$ cat src/rtl/pe_drain_fp8.sv
// rtl/pe_drain_fp8.sv - snapshot PE accumulators, requantize to FP8 E4M3, stream row-major
module pe_drain_fp8 #(
  parameter int ROWS      = 4,
  parameter int COLS      = 4,
  parameter int FRAC_BITS = 7,
  localparam int RW = (ROWS > 1) ? $clog2(ROWS) : 1,
  localparam int CW = (COLS > 1) ? $clog2(COLS) : 1
) (
  input  logic                   clk,
  input  logic                   rst,
  input  logic                   start,
  input  logic [ROWS*COLS*16-1:0] acc_in,
  output logic                   pe_clear,
  output logic                   busy,
  output logic                   out_valid,
  input  logic                   out_ready,
  output logic [7:0]             out_data,
  output logic [RW-1:0]          out_row,
  output logic [CW-1:0]          out_col,
  output logic                   out_last,
  output logic                   done
);
  localparam int N  = ROWS * COLS;
  localparam int IW = $clog2(N + 1);

  typedef enum logic {IDLE, DRAIN} state_t;
  state_t state, state_nxt;

  logic [N*16-1:0] snap;
  logic [IW-1:0]   idx;
  logic [RW-1:0]   ld_row;
  logic [CW-1:0]   ld_col;

  logic            s1_valid, s1_sign, s1_last;
  logic [16:0]     s1_mag;
  logic [4:0]      s1_lead;
  logic [RW-1:0]   s1_row;
  logic [CW-1:0]   s1_col;

  logic            adv, take, fire_last, s1_load;
  logic [15:0]     src_word;
  logic [IW-1:0]   src_idx;
  logic [RW-1:0]   src_row, nxt_row;
  logic [CW-1:0]   src_col, nxt_col;
  logic [16:0]     src_mag;
  logic [4:0]      src_lead;

  assign adv       = !out_valid || out_ready;
  assign take      = (state == IDLE) && start;
  assign fire_last = out_valid && out_ready && out_last;
  assign busy      = (state == DRAIN);
  assign s1_load   = take || ((state == DRAIN) && adv && (idx < IW'(N)));

  always_comb begin
    state_nxt = state;
    case (state)
      IDLE:    if (start) state_nxt = DRAIN;
      DRAIN:   if (fire_last) state_nxt = IDLE;
      default: state_nxt = IDLE;
    endcase
  end

  // Element 0 bypasses the buffer so it sits in S1 the cycle after the snapshot.
  always_comb begin
    src_word = take ? acc_in[15:0] : snap[16*idx +: 16];
    src_idx  = take ? '0 : idx;
    src_row  = take ? '0 : ld_row;
    src_col  = take ? '0 : ld_col;
    if (src_col == CW'(COLS - 1)) begin
      nxt_col = '0;
      nxt_row = src_row + 1'b1;
    end else begin
      nxt_col = src_col + 1'b1;
      nxt_row = src_row;
    end
    src_mag  = src_word[15] ? (~{1'b1, src_word} + 17'd1) : {1'b0, src_word};
    src_lead = 5'd0;
    for (int i = 0; i < 17; i++)
      if (src_mag[i]) src_lead = 5'(i);
  end

  logic signed [6:0] e;
  logic [15:0]       norm;
  logic [2:0]        m3;
  logic              g, st, rup;
  logic [3:0]        m4, sub;
  logic [4:0]        ex;
  logic [7:0]        fp8;

  always_comb begin
    e    = $signed({2'b00, s1_lead}) - $signed(7'(FRAC_BITS));
    norm = 16'(s1_mag << (5'd16 - s1_lead));
    m3   = norm[15:13];
    g    = norm[12];
    st   = |norm[11:0];
    rup  = g & (st | m3[0]);
    m4   = {1'b0, m3} + {3'b000, rup};
    ex   = 5'(e + 7'sd7) + {4'b0000, m4[3]};
    sub  = 4'(s1_mag << (9 - FRAC_BITS));
    fp8  = 8'h00;
    if (s1_mag == 17'd0)
      fp8 = 8'h00;
    else if (e > 7'sd8)
      fp8 = {s1_sign, 7'h7E};
    else if (e < -7'sd6)
      fp8 = sub[3] ? {s1_sign, 4'd1, 3'd0} : {s1_sign, 4'd0, sub[2:0]};
    else if (ex[4] || (ex == 5'd15 && m4[2:0] == 3'd7))
      fp8 = {s1_sign, 7'h7E};
    else
      fp8 = {s1_sign, ex[3:0], m4[2:0]};
  end

  always_ff @(posedge clk or posedge rst) begin
    if (rst) begin
      state     <= IDLE;
      snap      <= '0;
      idx       <= '0;
      ld_row    <= '0;
      ld_col    <= '0;
      pe_clear  <= 1'b0;
      done      <= 1'b0;
      s1_valid  <= 1'b0;
      s1_sign   <= 1'b0;
      s1_last   <= 1'b0;
      s1_mag    <= '0;
      s1_lead   <= '0;
      s1_row    <= '0;
      s1_col    <= '0;
      out_valid <= 1'b0;
      out_data  <= '0;
      out_row   <= '0;
      out_col   <= '0;
      out_last  <= 1'b0;
    end else begin
      state    <= state_nxt;
      pe_clear <= take;
      done     <= fire_last;
      if (take) snap <= acc_in;
      if (s1_load) begin
        s1_valid <= 1'b1;
        s1_sign  <= src_word[15];
        s1_mag   <= src_mag;
        s1_lead  <= src_lead;
        s1_row   <= src_row;
        s1_col   <= src_col;
        s1_last  <= (src_idx == IW'(N - 1));
        idx      <= src_idx + 1'b1;
        ld_row   <= nxt_row;
        ld_col   <= nxt_col;
      end else if (adv) begin
        s1_valid <= 1'b0;
      end
      if (adv) begin
        out_valid <= s1_valid;
        if (s1_valid) begin
          out_data <= fp8;
          out_row  <= s1_row;
          out_col  <= s1_col;
          out_last <= s1_last;
        end
      end
    end
  end
endmodule

$ cat config.mk
export PLATFORM = sky130hd
export DESIGN_NAME = pe_drain_fp8
export DESIGN_NICKNAME = d
export VERILOG_FILES = /design/src/rtl/pe_drain_fp8.sv
export SDC_FILE = /design/constraint.sdc
export NUM_CORES = 1
export LEC_CHECK = 0
export ABC_AREA = 1
export CAP_MARGIN = 10
export CORE_MARGIN = 2
export CORE_UTILIZATION = 30
export DETAILED_ROUTE_END_ITERATION = 10
export GPL_ROUTABILITY_DRIVEN = 0
export REMOVE_ABC_BUFFERS = 1
export SYNTH_ARGS = -nofsm -noshare
export SYNTH_HDL_FRONTEND = slang
export SYNTH_SLANG_ARGS = --single-unit
$ cat constraint.sdc
create_clock -name clk -period 12.5 [get_ports clk]
set_input_delay 1.875 -clock clk [delete_from_list [all_inputs] [get_ports clk]]
set_output_delay 1.875 -clock clk [all_outputs]
set_load 0.005 [all_outputs]
# == Word level (Yosys, flattened, before mapping) ==
# Index checks and enable logic that the tools add are counted.
# totals
regBits,311
n_memories,0
latch_bits,0
out_inout_bits,17
rom_bits,0
word_cells,88
input_bits,260
mem_bits_rw,0
# op_classes
muxes,33
eq_ne,4
n_bitwise,4
shift,2
reduce_logical,14
n_div,0
mul,0
n_lt_le_gt_ge,3
n_addsub,9
# op_table
op,count
$shiftx A256 B10 Y16,1
$mux W5,16
$mux W7,3
$add A17 B1 Y17 const B,1
$logic_not A17 Y1,1
$mux W17,1
$not A17 Y17,1
$shl A17 B5 Y16,1
$mux W16,1
$reduce_or A12 Y1,1
$eq A5 B4 Y1 const B,2
$mux W2,4
$mux W8,1
$gt A6 B5 Y1 const B,1
$logic_and A1 B1 Y1,6
$lt A6 B4 Y1 const B,1
$sub A5 B3 Y6 const B,1
$add A5 B1 Y5,1
$add A5 B1 Y5 const B,1
$add A5 B4 Y5 const B,1
$lt A5 B5 Y1 const B,1
$mux W1,5
$sub A5 B5 Y5 const A,1
$add A2 B1 Y2 const B,2
12 further kinds,14

# == Depth between registers and ports, before layout ==
# Gate-level depths: netlist of run 1.
# logic_depth
word_depth,22
ltp_mapped,28
ltp_nobuf,26

# == Worst setup path before layout of run 1 ==
# Ideal clock, no wire load.
# synth_timing
kind,in2reg
start,input start
end,register idx[4]
n_path_buf,3
t_required_ns,12.417
arrival_time_ns,3.688
setup_time_ns,0.083
path_stages,11
slack_ns,8.730
path_cell_list,nand2_1 -> inv_2 -> clkbuf_1 -> clkbuf_1 -> clkbuf_1 -> nor2_1 -> ha_1 -> inv_1 -> nor3_1 -> ha_1 -> o21ai_0
# synth_via
elab_chain_cells,3
elab_cells_between_ends,4
cone_classes,1 x add/sub; 1 x mux; 2 x reduce/logical
# synth_rtl
item,line_no,text
"start, declared",11,"input logic start,"
$logic_and A1 B1 Y1 (*),49,assign take = (state == IDLE) && start;
net take,40,"logic adv, take, fire_last, s1_load;"
$mux W5,66,src_idx = take ? '0 : idx;
$add A5 B1 Y5,147,idx <= src_idx + 1'b1;
"end signal, assigned",147,
"end, declared",30,logic [IW-1:0] idx;
# The timed path passes the listed nets; every way through them passes the cells marked *.
# A chain may end at the register's enable or synchronous reset.

# == Worst setup path after layout of run 1 ==
# layout_timing
start,input start
end,register s1_lead[0]
# layout_via
elab_chain_cells,21
elab_cells_between_ends,22
cone_classes,1 x add/sub; 18 x mux; 1 x bitwise; 2 x reduce/logical
# layout_rtl
item,line_no,text
$logic_and A1 B1 Y1 (*),49,
$mux W16,65,src_word = take ? acc_in[15:0] : snap[16*idx +: 16];
$not A17 Y17,76,"src_mag = src_word[15] ? (~{1'b1, src_word} + 17'd1) : {1'b0, src_word};"
$add A17 B1 Y17,76,
$mux W17,76,
$mux W1,79,if (src_mag[i]) src_lead = 5'(i);
$mux W5 (15 in a row),79,
"end signal, assigned",143,s1_lead <= src_lead;
"end, declared",36,logic [4:0] s1_lead;
# Every way passes the cells marked *; elsewhere a longest branch is shown, timed or not.

==> results_dict.tcl, run 1 <==
set metrics [dict create \
    status "finished, final reports clean" \
    place_area_mm2 0.0189 \
    cts_root_buf "clkbuf_16" \
    fin_area_mm2 0.0202 \
    ant_nets 0 \
    die_h_um 233 \
    worst_pin_slew_ns 1.14 \
    viasPerCell 4.68 \
    clock_latency_ns 0.55 \
    numPortBuffers 276 \
    p_total_uw 4980 \
    crit_path_start_kind "input port" \
    syn_inst 2111 \
    finalCritPeriodShare_pct 40.5 \
    rows 84 \
    yosysWarnings 0 \
    overflow 0 \
    drive_gt1_share_pct 4.73 \
    cp_data_arrival_time_ns 5.51 \
    antenna_found_initial 3 \
    syn_area_mm2 0.0158 \
    worstReg2RegEnd "out_data[3]$_DFFE_PP0P_" \
    crit_fanout 109 \
    power_density_mw_per_mm2 247 \
    clkPwrFrac_pct 22.3 \
    cts-buffers-inserted 38 \
    seqPwrFrac_pct 34.4 \
    dp_hpwl_mm 31.6 \
    wl_mm 47.8 \
    sw_frac_of_total_pct 41.6 \
    ys_seq_area_share_pct 49.1 \
    slew_headroom_pct 23.8 \
    grt_pass1_vias 14200 \
    hold_path_class "reg2reg" \
    grt_pass1_wl_mm 75.8 \
    hold_viol 0 \
    cts.sinks 310 \
    maxCapViolCount 0 \
    max_freq_ghz 0.197 \
    p_sw_uw 2070 \
    firstDrtPassIters 5 \
    path_clk_slew_ns 0.06 \
    finClkSkew_ns 0.0128 \
    synth_cell_types 47 \
    r2r-start "s1_lead[0]$_DFFE_PP0P_" \
    drc 0 \
    crit_required_ns 12.94 \
    r2r_cells 21 \
    core_mm2 0.0522 \
    setup-violations-final 0 \
    end_kind "flop" \
    wire_per_inst_um 15.7 \
    final_util_pct 38.6 \
    tns_ns 0 \
    cts_hold_buf 0 \
    crit_end "s1_lead[0]$_DFFE_PP0P_" \
    syn_avg_cell_area_um2 7.48 \
    drtIter0Drc 961 \
    ctsResizeCount 0 \
    p_leak_uw 0.00966 \
    r2r_slack_ns 7.74 \
    worstSetupStartpoint "start" \
    min_period_ns 5.06 \
    synthFlopType "dfrtp_1" \
    die_area_mm2 0.0545 \
    synthArstFlopShare_pct 100 \
    grt_max_degree 125 \
    io-pin-count 277 \
    areaGrowthSynthToFinish_pct 27.8 \
    start_util_pct 30.2 \
    h-tree-depth 2 \
    post-cts-setup-buffers 0 \
    final_nets 2586 \
    criticalPathCategory "in2reg" \
    synth_seq_cells 310 \
    slew_violations 0 \
    rsz0062_at_grt "no" \
    via_count 14200 \
    power.internal_uw 2910 \
    clock_path_buffers 3 \
    cts_tree "built" \
    synth_edf_count 0 \
    gr-usage-all-layers_pct 17.7 \
    die_x_um 233 \
    power_frac_comb_pct 43.3 \
    ir_worst_vdd_mv 0.0934 \
]
[cells in the mapped netlist, types with 15 or more instances]
cell type	count	area share, %
nor2_1	131	3.1
inv_1	163	3.9
nand2_1	839	20
o21ai_1	37	1.2
dfrtp_1	310	49
o211ai_1	30	1.4
o21ai_0	229	7.3
buf_2	29	0.92
clkbuf_1	65	1.5
buf_6	15	1.1
a21oi_1	49	1.6
nand3_1	86	2.7
[placed cells by master, fill, tap and decap left out, types with 6 or more instances in the layout]
cell,n
nand2_1,838
dfrtp_1,307
clkdlybuf4s50_1,276
o21ai_0,229
inv_1,161
nor2_1,130
nand3_1,86
a21oi_1,49
clkbuf_16,38
o21ai_1,37
o211ai_1,30
buf_4,15
o22ai_1,13
o21bai_1,10
clkbuf_1,10
xor2_1,8
ha_1,8
nor3_1,6
nor4_1,6
nand2_2,6
clkbuf_8,6
[how the worst min path moves through the flow]
stage	from	to	slack, ns	cells after the start
4_1_cts	snap[93]$_DFFE_PP0P_	snap[93]$_DFFE_PP0P_	0.48	2
3_5_place_dp	snap[93]$_DFFE_PP0P_	snap[93]$_DFFE_PP0P_	0.46	2
5_1_grt	snap[203]$_DFFE_PP0P_	snap[203]$_DFFE_PP0P_	0.49	2
3_3_place_gp	s1_valid$_DFFE_PP0P_	out_valid$_DFFE_PP0N_	0.44	2
6_report	out_row[0]$_DFFE_PP0P_	out_row[0]$_DFFE_PP0P_	0.47	2
2_1_floorplan	s1_valid$_DFFE_PP0P_	out_valid$_DFFE_PP0N_	0.43	2
[power by group through the flow]
stage                     logic, uW  clock network, uW  registers (uW)
after global routing           2480               1180            1770
final                          2160               1110            1710
after floorplan                1490                  0            1700
after CTS                      2170               1150            1710
after global placement         2130                  0            1710
after detailed placement       2160                  0            1720
[cell type report]
type                    count  area [um^2]
well taps                 688          861
clock buffers              54         1070
multi-input cells        1505         6750
fillers                  5372        32100
repair buffers            291         2880
inverters                 172          663
diodes                      3         7.51
flip-flops and latches    310         7770
clock inverters            14          180
[worst max-delay path, stage by stage]
cell and delay [ns]:
clkdlybuf4s50_1 0.46, nand2_4 0.59, inv_8 0.42, nor2_4 0.54, nand2_1 0.14, nand2_2 0.37, nand3_1 0.15, nand2_1 0.12
inv_1 0.04, nand2_1 0.05, nand2_1 0.04, nand2_1 0.05, nand2_1 0.04, nand2_1 0.05, nand2_1 0.05, nand2_1 0.05
nand2_1 0.05, nand2_1 0.06, nand2_1 0.05, nand2_1 0.06, nand2_1 0.05, nand2_1 0.05, nand2_1 0.04
[logic make-up (layout without fill, tap and decap cells)]
group | count (synthesis) | in the layout | synth area share [%]
AO/OA/AOI/OAI | 384 | 384 | 13.3
XOR/XNOR | 14 | 14 | 0.920
adder cells (fa/ha/maj) | 8 | 8 | 0.634
buffers and inverters | 296 | 531 | 8.19
flip-flops | 310 | 310 | 49.1
multiplexers | 5 | 5 | 0.325
other | 0 | 3 | 0
AND/OR/NAND/NOR | 1094 | 1094 | 27.5
[state kept, by name, summed over array words and instances (netlist names)]
register / count
busy: 1
done: 1
idx: 5
ld_col: 2
ld_row: 2
out_col: 2
out_data: 8
out_last: 1
out_row: 2
out_valid: 1
pe_clear: 1
s1_col: 2
s1_last: 1
s1_lead: 4
s1_mag: 17
s1_row: 2
s1_sign: 1
s1_valid: 1
snap: 256
[per-layer routing]
layer,part of all wire (%),GRT usage (%),vias to the layer above
li1,-,-,7105
met1,46,23.5,6743
met2,47,29.6,317
met3,4.2,2.37,61
met4,2.7,6.19,0
met5,0,0,-
[stage by stage]
stage                     hold slack [ns]  instances  setup slack (ns)
after global routing                0.487       3037              7.03
after detailed placement            0.459       2966              6.88
after CTS                           0.476       3034              7.45
final                               0.471       3037              7.44
after floorplan                     0.431       1987              1.39
after global placement              0.445       2966              6.92
Note: power is estimated with default switching activity, not from simulation.
==> run 2: changes to the inputs <==
==> constraint.sdc (replaced) <==
create_clock -name clk -period 4.85 [get_ports clk]
set_input_delay 0.7275 -clock clk [delete_from_list [all_inputs] [get_ports clk]]
set_output_delay 0.7275 -clock clk [all_outputs]
set_load 0.005 [all_outputs]
==> run 2 against run 1 <==
Cell area up 0.77%. Largest cell class unchanged. Clock-buffer cell count unchanged. Critical path type is now reg2reg. Sequential cell count unchanged. Critical path depth down 2. Critical endpoint is now out_data[2]$_DFFE_PP0P_. Die area unchanged. Global-route usage down 0.22 points. Power rose to 2.6 times the previous value. Final cell count up 0.13%.
==> results_dict.tcl, run 2 (synthesized netlist as in run 1, its figures left out) <==
set metrics [dict create \
    wl_mm 47.2 \
    grt_pass1_wl_mm 75.4 \
    drc 0 \
    wire_per_inst_um 15.5 \
    drtIter0Drc 966 \
    regMostFlops "snap" \
    max_freq_ghz 0.248 \
    finalCritPeriodShare_pct 83.3 \
    criticalPathCategory "reg2reg" \
    rsz0062_at_grt "no" \
    top_regs "snap: 256 flops, s1_mag: 17 flops, out_data: 8 flops" \
    place_area_mm2 0.0190 \
    drive_gt1_share_pct 5.02 \
    final_common_cell "nand2_1" \
    met1_length_mm 21.6 \
    min-delay-start "s1_valid$_DFFE_PP0P_" \
    p_leak_uw 0.00973 \
    grt_max_degree 151 \
    die_h_um 233 \
    grt_pass1_vias 14400 \
    fin_area_mm2 0.0203 \
    antenna_found_initial 1 \
    largest_reg_flops 256 \
    min_period_ns 4.04 \
    clock_latency_ns 0.55 \
    status "finished, final reports clean" \
    slew_violations 0 \
    r2r_cells 21 \
    start_util_pct 30.2 \
    ant_nets 0 \
    post-cts-setup-buffers 0 \
    cp_data_arrival_time_ns 4.51 \
    crit_path_start_kind "flop" \
    gr-usage-all-layers_pct 17.5 \
    hold_viol 0 \
    final_nets 2592 \
    ir_worst_vdd_mv 0.270 \
    crit_fanout 11 \
    dp_hpwl_mm 30.9 \
    tns_ns 0 \
    fill_cells 5358 \
    r2r_slack_ns 0.81 \
    die_area_mm2 0.0545 \
    power_density_mw_per_mm2 638 \
    clock_path_buffers 3 \
    top_layer "met4" \
    cts_root_buf "clkbuf_16" \
    route.met2.wl_mm 22.1 \
    r2r-start "s1_lead[0]$_DFFE_PP0P_" \
    worst_pin_slew_ns 0.962 \
    h-tree-depth 2 \
    p_total_uw 13000 \
    setup-violations-final 0 \
    hold_path_class "reg2reg" \
    slew_headroom_pct 35.9 \
    path_clk_slew_ns 0.05 \
    holdPathStages 2 \
    via_count 14400 \
    areaGrowthSynthToFinish_pct 28.8 \
    finClkSkew_ns 0.0175 \
    core_mm2 0.0522 \
    route.met3.wl_mm 2.22 \
    ctsResizeCount 0 \
    die_x_um 233 \
    worstReg2RegEnd "out_data[2]$_DFFE_PP0P_" \
    firstDrtPassIters 6 \
    holdWs_ns 0.467 \
    holdPathEnd "out_valid$_DFFE_PP0N_" \
    overflow 0 \
    final_cell_mix "838 x nand2_1, 307 x dfrtp_1, 276 x clkdlybuf4s50_1" \
    io-pin-count 277 \
    cts-buffers-inserted 39 \
    numPortBuffers 276 \
    rows 84 \
    cts_hold_buf 0 \
    cts_tree "built" \
    maxCapViolCount 0 \
    viasPerCell 4.75 \
    end_kind "flop" \
    cts.sinks 310 \
    crit_required_ns 5.32 \
]
## run 2: worst max-delay path: stages, from the launching register on
cell	delay, ns
dfrtp_1	0.35
inv_2	0.08
ha_1	0.23
xnor2_1	0.58
clkinv_1	0.41
nor2_1	0.20
a311oi_1	0.07
nor3_1	0.15
inv_1	0.09
nor2_1	0.17
nand3_1	0.11
ha_1	0.21
ha_1	0.29
nor2_1	0.11
nand2_1	0.07
nor4_2	0.27
nand2_1	0.16
nand3_1	0.10
nand2_1	0.05
o311ai_0	0.12
nand2_1	0.10
nand2_1	0.07
## run 2: where the power goes
part / leakage (uW) / internal (uW) / switching (uW)
clock: 0.000632 / 1820 / 1150
sequential: 0.00387 / 3740 / 602
combinational: 0.00523 / 2080 / 3570
total: 0.00973 / 7650 / 5330
## run 2: area by class of cell
type                       count  area [um^2]  share of cell area (%)
antenna                        1         2.50                  0.0123
clock buffer                  54         1110                    5.48
clock inverter                15          196                   0.966
inverter                     172          663                    3.26
multi-input combinational   1505         6750                    33.2
sequential                   310         7770                    38.2
tap                          688          861                    4.23
timing repair buffer         296         2980                    14.6
## run 2: metal layers
metal | vias to the layer above | GRT usage, %
met5 | - | 0
met4 | 0 | 5.58
met3 | 85 | 2.82
met2 | 348 | 29.1
met1 | 6875 | 23.2
li1 | 7124 | -
## run 2: metrics by stage
step                instances  util (%)  worst slack, ns
floorplan                1987         -            -5.11
global placement         2971      36.4             1.06
detailed placement       2971      36.4            0.887
CTS                      3040      38.9            0.876
global route             3041      38.9            0.306
finish                   3041      38.9            0.812
## run 2: how the worst max path moves through the flow
| stage | from | cells past startpoint | end |
|---|---|---|---|
| global route | s1_lead[1]$_DFFE_PP0P_ | 21 | out_data[2]$_DFFE_PP0P_ |
| detailed placement | s1_lead[0]$_DFFE_PP0P_ | 21 | out_data[3]$_DFFE_PP0P_ |
| global placement | s1_lead[0]$_DFFE_PP0P_ | 21 | out_data[2]$_DFFE_PP0P_ |
| CTS | s1_lead[0]$_DFFE_PP0P_ | 21 | out_data[3]$_DFFE_PP0P_ |
| floorplan | start | 6 | s1_mag[0]$_DFFE_PP0P_ |
| finish | s1_lead[0]$_DFFE_PP0P_ | 21 | out_data[2]$_DFFE_PP0P_ |
==> run 3: changes to the inputs <==
==> constraint.sdc (replaced) <==
create_clock -name clk -period 4.1 [get_ports clk]
set_input_delay 0.615 -clock clk [delete_from_list [all_inputs] [get_ports clk]]
set_output_delay 0.615 -clock clk [all_outputs]
set_load 0.005 [all_outputs]
==> run 3 against run 2 <==
Largest power group unchanged. Non-clock buffer count rose by 17. Die area did not move. Final cell count rose by 0.43%. Sequential share of layout area barely moved. Critical path type unchanged. Power rose by 16%. Via count fell by 0.22%.
==> results_dict.tcl, run 3 (synthesized netlist as in run 1, its figures left out) <==
set metrics [dict create \
    place_area_mm2 0.0192 \
    finClkSkew_ns 0.0227 \
    min-delay-start "s1_valid$_DFFE_PP0P_" \
    cts_root_buf "clkbuf_16" \
    cts-buffers-inserted 37 \
    viasPerCell 4.72 \
    grt_pass1_wl_mm 76.7 \
    die_h_um 233 \
    final_cell_mix "838 x nand2_1, 307 x dfrtp_1, 276 x clkdlybuf4s50_1" \
    drive_gt1_share_pct 5.50 \
    path_clk_slew_ns 0.06 \
    largest_reg_flops 256 \
    worst_pin_slew_ns 1.11 \
    min_period_ns 3.64 \
    grt_pass1_vias 14500 \
    slew_headroom_pct 26.0 \
    firstDrtPassIters 5 \
    tns_ns 0 \
    ant_nets 0 \
    layout.cells.non_filler 3054 \
    drc 0 \
    cts.sinks 310 \
    power.internal_uw 8830 \
    sw_frac_of_total_pct 41.5 \
    power_frac_comb_pct 44.7 \
    grt_max_degree 111 \
    ir_worst_vdd_mv 0.393 \
    r2r_slack_ns 0.46 \
    io-pin-count 277 \
    cts_hold_buf 0 \
    die_x_um 233 \
    numPortBuffers 276 \
    clock_path_buffers 3 \
    final_common_cell "nand2_1" \
    finalCritPeriodShare_pct 88.8 \
    register_area_mm2 0.00777 \
    r2r-start "s1_lead[0]$_DFFE_PP0P_" \
    h-tree-depth 2 \
    die_area_mm2 0.0545 \
    overflow 0 \
    cts_tree "built" \
    p_total_uw 15100 \
    crit_end "out_data[2]$_DFFE_PP0P_" \
    p_leak_uw 0.00975 \
    wire_per_inst_um 15.5 \
    seqPwrFrac_pct 34.3 \
    core_mm2 0.0522 \
    rows 84 \
    crit_required_ns 4.58 \
    ctsResizeCount 0 \
    cp_data_arrival_time_ns 4.12 \
    criticalPathCategory "reg2reg" \
    fin_area_mm2 0.0203 \
    setup-violations-final 0 \
    clkPwrFrac_pct 20.9 \
    hold_viol 0 \
    top_regs "snap: 256 flops, s1_mag: 17 flops, out_data: 8 flops" \
    power_density_mw_per_mm2 742 \
    antenna_found_initial 2 \
    start_util_pct 30.2 \
    max_freq_ghz 0.275 \
    post-cts-setup-buffers 0 \
    clock_latency_ns 0.55 \
    p_sw_uw 6250 \
    via_count 14400 \
    drtIter0Drc 919 \
    dp_hpwl_mm 32.7 \
    gr-usage-all-layers_pct 17.6 \
    worstReg2RegEnd "out_data[2]$_DFFE_PP0P_" \
    final_nets 2607 \
    slew_violations 0 \
    final_util_pct 38.9 \
    dp.cells 2988 \
    wl_mm 47.5 \
    areaGrowthSynthToFinish_pct 28.8 \
    crit_fanout 15 \
    r2r_cells 22 \
    regMostFlops "snap" \
    multi_input_area_mm2 0.00675 \
    rsz0062_at_grt "no" \
    worstSetupStartpoint "s1_lead[0]$_DFFE_PP0P_" \
    end_kind "flop" \
    fill_cells 5359 \
    hold_path_class "reg2reg" \
    crit_path_start_kind "flop" \
    status "finished, final reports clean" \
    maxCapViolCount 0 \
]
==> run 3: cell count changes in the layout (fill, tap and decap cells not counted) <==
cell / change
inv_6: +2
clkbuf_16: -4
buf_12: +3
clkinv_4: +2
bufinv_16: -3
clkinvlp_4: -3
clkinv_8: -1
clkbuf_8: +2
clkbuf_1: +1
buf_4: +14
==> run 3: power groups by stage <==
stage	sequential [uW]	combinational [uW]	clock (uW)
after CTS	5170	6780	3260
final	5180	6750	3150
after detailed placement	5210	6740	0
after global placement	5170	6600	0
after floorplan	5180	4530	0
after global routing	5330	7760	3390
==> run 3: per-layer routing <==
layer,share of wire (%),track usage [%]
met1,46,23.9
met2,47,28.9
met4,2.5,5.38
met3,4.7,2.86
met5,0.034,0
==> run 3: how the worst min path moves through the flow <==
stage	end	depth (start not counted)	slack [ns]
global route	snap[134]$_DFFE_PP0P_	2	0.48
global placement	out_valid$_DFFE_PP0N_	2	0.44
detailed placement	snap[203]$_DFFE_PP0P_	2	0.46
finish	out_valid$_DFFE_PP0N_	2	0.46
floorplan	out_valid$_DFFE_PP0N_	2	0.43
CTS	out_valid$_DFFE_PP0N_	2	0.47
==> run 3: critical path, cell delays in order, from the launching register on <==
cell      delay [ns]
dfrtp_1         0.39
inv_2           0.13
ha_1            0.26
inv_1           0.31
and2_1          0.21
nand2_1         0.05
o21ai_0         0.09
nor2_1          0.06
nor3_1          0.19
inv_1           0.08
nor2_1          0.17
nand3_1         0.10
ha_1            0.21
ha_1            0.31
nor2_1          0.11
nand2_1         0.07
nor4_2          0.25
nand2_1         0.15
nand3_1         0.10
nand2_1         0.05
o311ai_0        0.12
nand2_1         0.09
nand2_1         0.07
==> run 3: layout make-up <==
class                   count  share of cell area (%)
flip-flops and latches    310                    38.2
inverters                 172                    3.26
well taps                 688                    4.23
diodes                      1                  0.0123
clock inverters            12                   0.505
repair buffers            313                    15.4
clock buffers              53                    5.14
multi-input cells        1505                    33.2
==> run 3: through the flow <==
step,hold WS (ns),setup WS (ns)
global route,0.484,0.00242
global placement,0.444,0.433
finish,0.461,0.459
floorplan,0.431,-5.75
CTS,0.467,0.470
detailed placement,0.460,0.398
